--- src/rtl/dma_controller.sv ---
`default_nettype none
// ============================================================================
// Module   : dma_controller
// Purpose  : Single-channel device-to-memory DMA engine using a BR/BG bus
//            handshake; moves XFER_LEN 16-bit words per command.
// Revision : 1.0 - initial release
// ============================================================================
module dma_controller #(
   parameter int XFER_LEN = 12
) (
   input  logic        clk,
   input  logic        reset_n,
   input  logic        dma_start,
   input  logic [15:0] dma_addr,
   input  logic        BG,
   input  logic [15:0] dev_data,
   input  logic        mem_ack,
   output logic        BR,
   output logic [3:0]  dma_state,
   output logic [3:0]  dev_offset,
   output logic [15:0] mem_addr,
   output logic [15:0] mem_data,
   output logic        mem_write,
   output logic        dma_end
);

   localparam logic [3:0] c_LAST_IDX   = 4'(XFER_LEN - 1);
   localparam logic [3:0] c_STATE_CAP  = 4'd10;
   localparam logic [3:0] c_STATE_DONE = 4'd11;

   typedef enum logic [1:0] {
      S_IDLE = 2'd0,
      S_REQ  = 2'd1,
      S_XFER = 2'd2,
      S_DONE = 2'd3
   } state_t;

   state_t      state_q, state_d;
   logic [3:0]  cnt_q,   cnt_d;
   logic [15:0] base_q,  base_d;

   logic        w_in_xfer;
   logic        w_beat;

   assign w_in_xfer = (state_q == S_XFER);
   // A word only counts when the bus is ours and memory took it this cycle.
   assign w_beat    = w_in_xfer & BG & mem_ack;

   always_comb begin
      state_d = state_q;
      cnt_d   = cnt_q;
      base_d  = base_q;
      case (state_q)
         S_IDLE: begin
            if (dma_start) begin
               state_d = S_REQ;
               base_d  = dma_addr;
               cnt_d   = '0;
            end
         end
         S_REQ: begin
            if (BG) begin
               state_d = S_XFER;
            end
         end
         S_XFER: begin
            if (w_beat) begin
               if (cnt_q == c_LAST_IDX) begin
                  state_d = S_DONE;
               end else begin
                  cnt_d = cnt_q + 4'd1;
               end
            end
         end
         S_DONE: begin
            state_d = S_IDLE;
            cnt_d   = '0;
         end
         default: begin
            state_d = S_IDLE;
         end
      endcase
   end

   always_ff @(posedge clk or negedge reset_n) begin
      if (!reset_n) begin
         state_q <= S_IDLE;
         cnt_q   <= '0;
         base_q  <= '0;
      end else begin
         state_q <= state_d;
         cnt_q   <= cnt_d;
         base_q  <= base_d;
      end
   end

   // Outputs decode from registered state, so reset clears them at once.
   assign BR         = (state_q == S_REQ) | w_in_xfer;
   assign dma_end    = (state_q == S_DONE);
   assign mem_write  = w_in_xfer & BG;
   assign mem_addr   = w_in_xfer ? (base_q + {12'd0, cnt_q}) : 16'd0;
   assign mem_data   = w_in_xfer ? dev_data : 16'd0;
   assign dev_offset = w_in_xfer ? cnt_q : 4'd0;

   always_comb begin
      dma_state = 4'd0;
      if (w_in_xfer) begin
         dma_state = (cnt_q > c_STATE_CAP) ? c_STATE_CAP : cnt_q;
      end else if (state_q == S_DONE) begin
         dma_state = c_STATE_DONE;
      end
   end

endmodule
`default_nettype wire

--- config.mk ---
export PLATFORM = sky130hd
export DESIGN_NAME = dma_controller
export DESIGN_NICKNAME = d
export VERILOG_FILES = /design/src/rtl/dma_controller.sv
export SDC_FILE = /design/constraint.sdc
export NUM_CORES = 1
export LEC_CHECK = 0
export ABC_AREA = 1
export CELL_PAD_IN_SITES_DETAIL_PLACEMENT = 1
export CELL_PAD_IN_SITES_GLOBAL_PLACEMENT = 1
export CORE_UTILIZATION = 31
export DETAILED_ROUTE_END_ITERATION = 16
export MAX_ROUTING_LAYER = met4
export PLACE_DENSITY = 0.83
export SYNTH_ARGS = -nofsm -noshare
export SYNTH_HDL_FRONTEND = slang
export SYNTH_SLANG_ARGS = --single-unit
--- constraint.sdc ---
create_clock -name clk -period 6.22 [get_ports clk]
set_input_delay 1.555 -clock clk [delete_from_list [all_inputs] [get_ports clk]]
set_output_delay 1.555 -clock clk [all_outputs]
set_load 0.005 [all_outputs]
==> metrics <==
status finished, final reports clean; Pre-Repair DR Iteration Count 4; FF-to-FF Start state_q[0]$_DFFE_PN0P_; WS Path Type reg -> out; Max FO, Critical Path 5; area growth from synthesis to layout 49.7%; Syn Nets 317; Hold Path Origin base_q[3]$_DFFE_PN0P_; ratio of cells with drive above 1 in the final layout roughly a tenth; final setup violation count 0; initial core utilization around a third; crit path launch type register; routability cong. 0.799; Crit path max-delay family buffers and inverters; top post-synthesis cells by area dfrtp_1 (30%), nand2_1 (13%), inv_1 (9.5%); worst-margin pin slew ~1100 ps; critical path, cell by cell ha_1 -> inv_1 -> fa_1 -> inv_1 -> nand3_1 -> nand2_2 -> nand2_2 -> nor2_2 -> nor2_1 -> nor2_1 -> clkdlybuf4s50_1; commonest non-fill, non-tap cells in the layout clkdlybuf4s50_1 (79), nand2_1 (64), inv_1 (47); clk_skew 1.43 ps; Final Hold Fails 0; WP data arrival about 2700 ps; area of the core 0.00564 sq mm; Layout Nets 395; leading cell type in the layout, fill and taps excluded clkdlybuf4s50_1; critical path depth 11; Yosys reg bits 22; hold path cells 1; relative slew slack 26.2%; CTS Buf Count 3; post-synthesis instance total 268; IO Pins 80; Leak Pwr roughly 1.4 nW; Die ar. 0.00628 sq mm; dpl ws 1960 ps; Slew Limit Fails 0; DR DRC count 0; Global Route Usage Sum between 20% and 30%; Die Y 79.2 um; Crit. End Element output pin; Peak VDD IR 0.156 mV; cell area after synthesis 0.00185 sq mm; htree depth 1; PortBufs 79; clock latency on the worst-skew pair 270 ps; reg2reg path depth 9; first-pass GRT wire length 9610 um; area leader, netlist dfrtp_1; Synth cell types 30; Seq/Total Area, Yosys 29.8%; Max-cap violations 0; Post-synth top flop dfrtp_1; Worst-path clk slew around 90 ps; FILL cells ~710; Setup TNS 0 ps; minimum clock period 4280 ps; EDFF count, synth 0; pwr/cell area 464 mW/mm^2; clk buf depth 2; WL final 5680 um; vias in the first global route 2,112; initial antenna violation count 0; post-CTS sizing 0; Post-CTS Setup Bufs 0; worst setup margin 1940 ps; synthesis warning total 0; vias 2,010; Die W 79.2 um; Vias/cell 4.82; R2R Setup Slk 4060 ps; part of the cycle the worst path needs 68.8%; FP Rows 27; min-delay worst type reg -> reg; Req. time, crit path 4660 ps; Final ANT Viol Nets 0; Iter 0 DRT Violations 75; ys async rst share 100%; post-detailed-placement half-perimeter wirelength 4560 um; global route total overflow 0; Critical Path Max Stage Delay 510 ps; WL/cell roughly 14 um; hold_buf cts 0; CTS tree done; reg-to-reg endpoint cnt_q[0]$_DFFE_PN0P_; CP max stage cell clkdlybuf4s50_1; Synth top area share 29.8%; clk sink count 22; WP buf/inv 3; largest net degree at the start of global routing 23; RSZ-0062 raised after global routing false; Synth Area per Inst between 6 and 7 sq um; Worst Hold End base_q[3]$_DFFE_PN0P_; # diodes 0; fmax between 200 and 250 MHz; CTS Root Cell clkbuf_8
[layer usage]
layer,vias up,GRT usage [%],part of all wire (%)
li1,982,-,-
met1,958,24.1,44
met2,61,35.4,51
met3,9,1.95,3.8
met4,0,5.45,1.6
met5,-,-,0
[per-stage QoR]
stage	instance area [sq um]	total power, mW	instances	util [%]	hold slack [ps]
4_1_cts	2770	1.31	417	49.1	527
2_1_floorplan	1850	0.752	268	-	468
6_report	2770	1.29	417	49.1	516
3_5_place_dp	2700	1.16	413	47.8	504
5_1_grt	2770	1.41	417	49.1	543
3_3_place_gp	2700	1.12	413	47.8	495
[kinds of logic after synthesis]
logic type / after synthesis / synth area share, %
flops: 22 / 29.8
buf+inv: 57 / 12.3
xor+xnor: 3 / 1.42
fa+ha+maj: 12 / 8.52
simple gates: 132 / 32.3
mux: 10 / 6.09
compound gates: 32 / 9.54
[power breakdown]
group	internal (mW)	leakage, nW	switching, mW
clock network	0.0861	0.0357	0.0518
registers	0.210	0.258	0.0779
logic	0.428	1.12	0.431
[synthesized netlist by cell type, drive strengths merged (2+ instances only)]
cell,number
nand2,70
inv,50
nor2,38
dfrtp,22
nand3,20
a21oi,19
ha,11
mux2,10
o21ai,9
buf,7
or2,2
xnor2,2
[worst max-delay path by stage]
| stage | startpoint | end | slack (ps) |
|---|---|---|---|
| 2_1_floorplan | dev_data[0] | mem_data[0] | 3020 |
| 3_3_place_gp | BG | mem_write | 1950 |
| 3_5_place_dp | BG | mem_write | 1960 |
| 4_1_cts | cnt_q[0]$_DFFE_PN0P_ | mem_addr[10] | 1910 |
| 5_1_grt | cnt_q[0]$_DFFE_PN0P_ | mem_addr[10] | 1770 |
| 6_report | cnt_q[0]$_DFFE_PN0P_ | mem_addr[10] | 1940 |
[layout make-up]
cell class                      instances  area (sq um)  share of cell area [%]
Timing Repair Buffer                   80           798                    28.8
Tap cell                               72          90.1                    3.25
Multi-Input combinational cell        189          1070                    38.7
Clock buffer                            3          41.3                    1.49
Sequential cell                        22           551                    19.9
Inverter                               50           188                    6.78
Clock inverter                          1          30.0                    1.08
[state kept, by name, indices dropped and copies added (netlist names)]
register  flops
cnt_q         4
state_q       2
base_q       16
No activity file was read; power rests on OpenSTA's default activity.
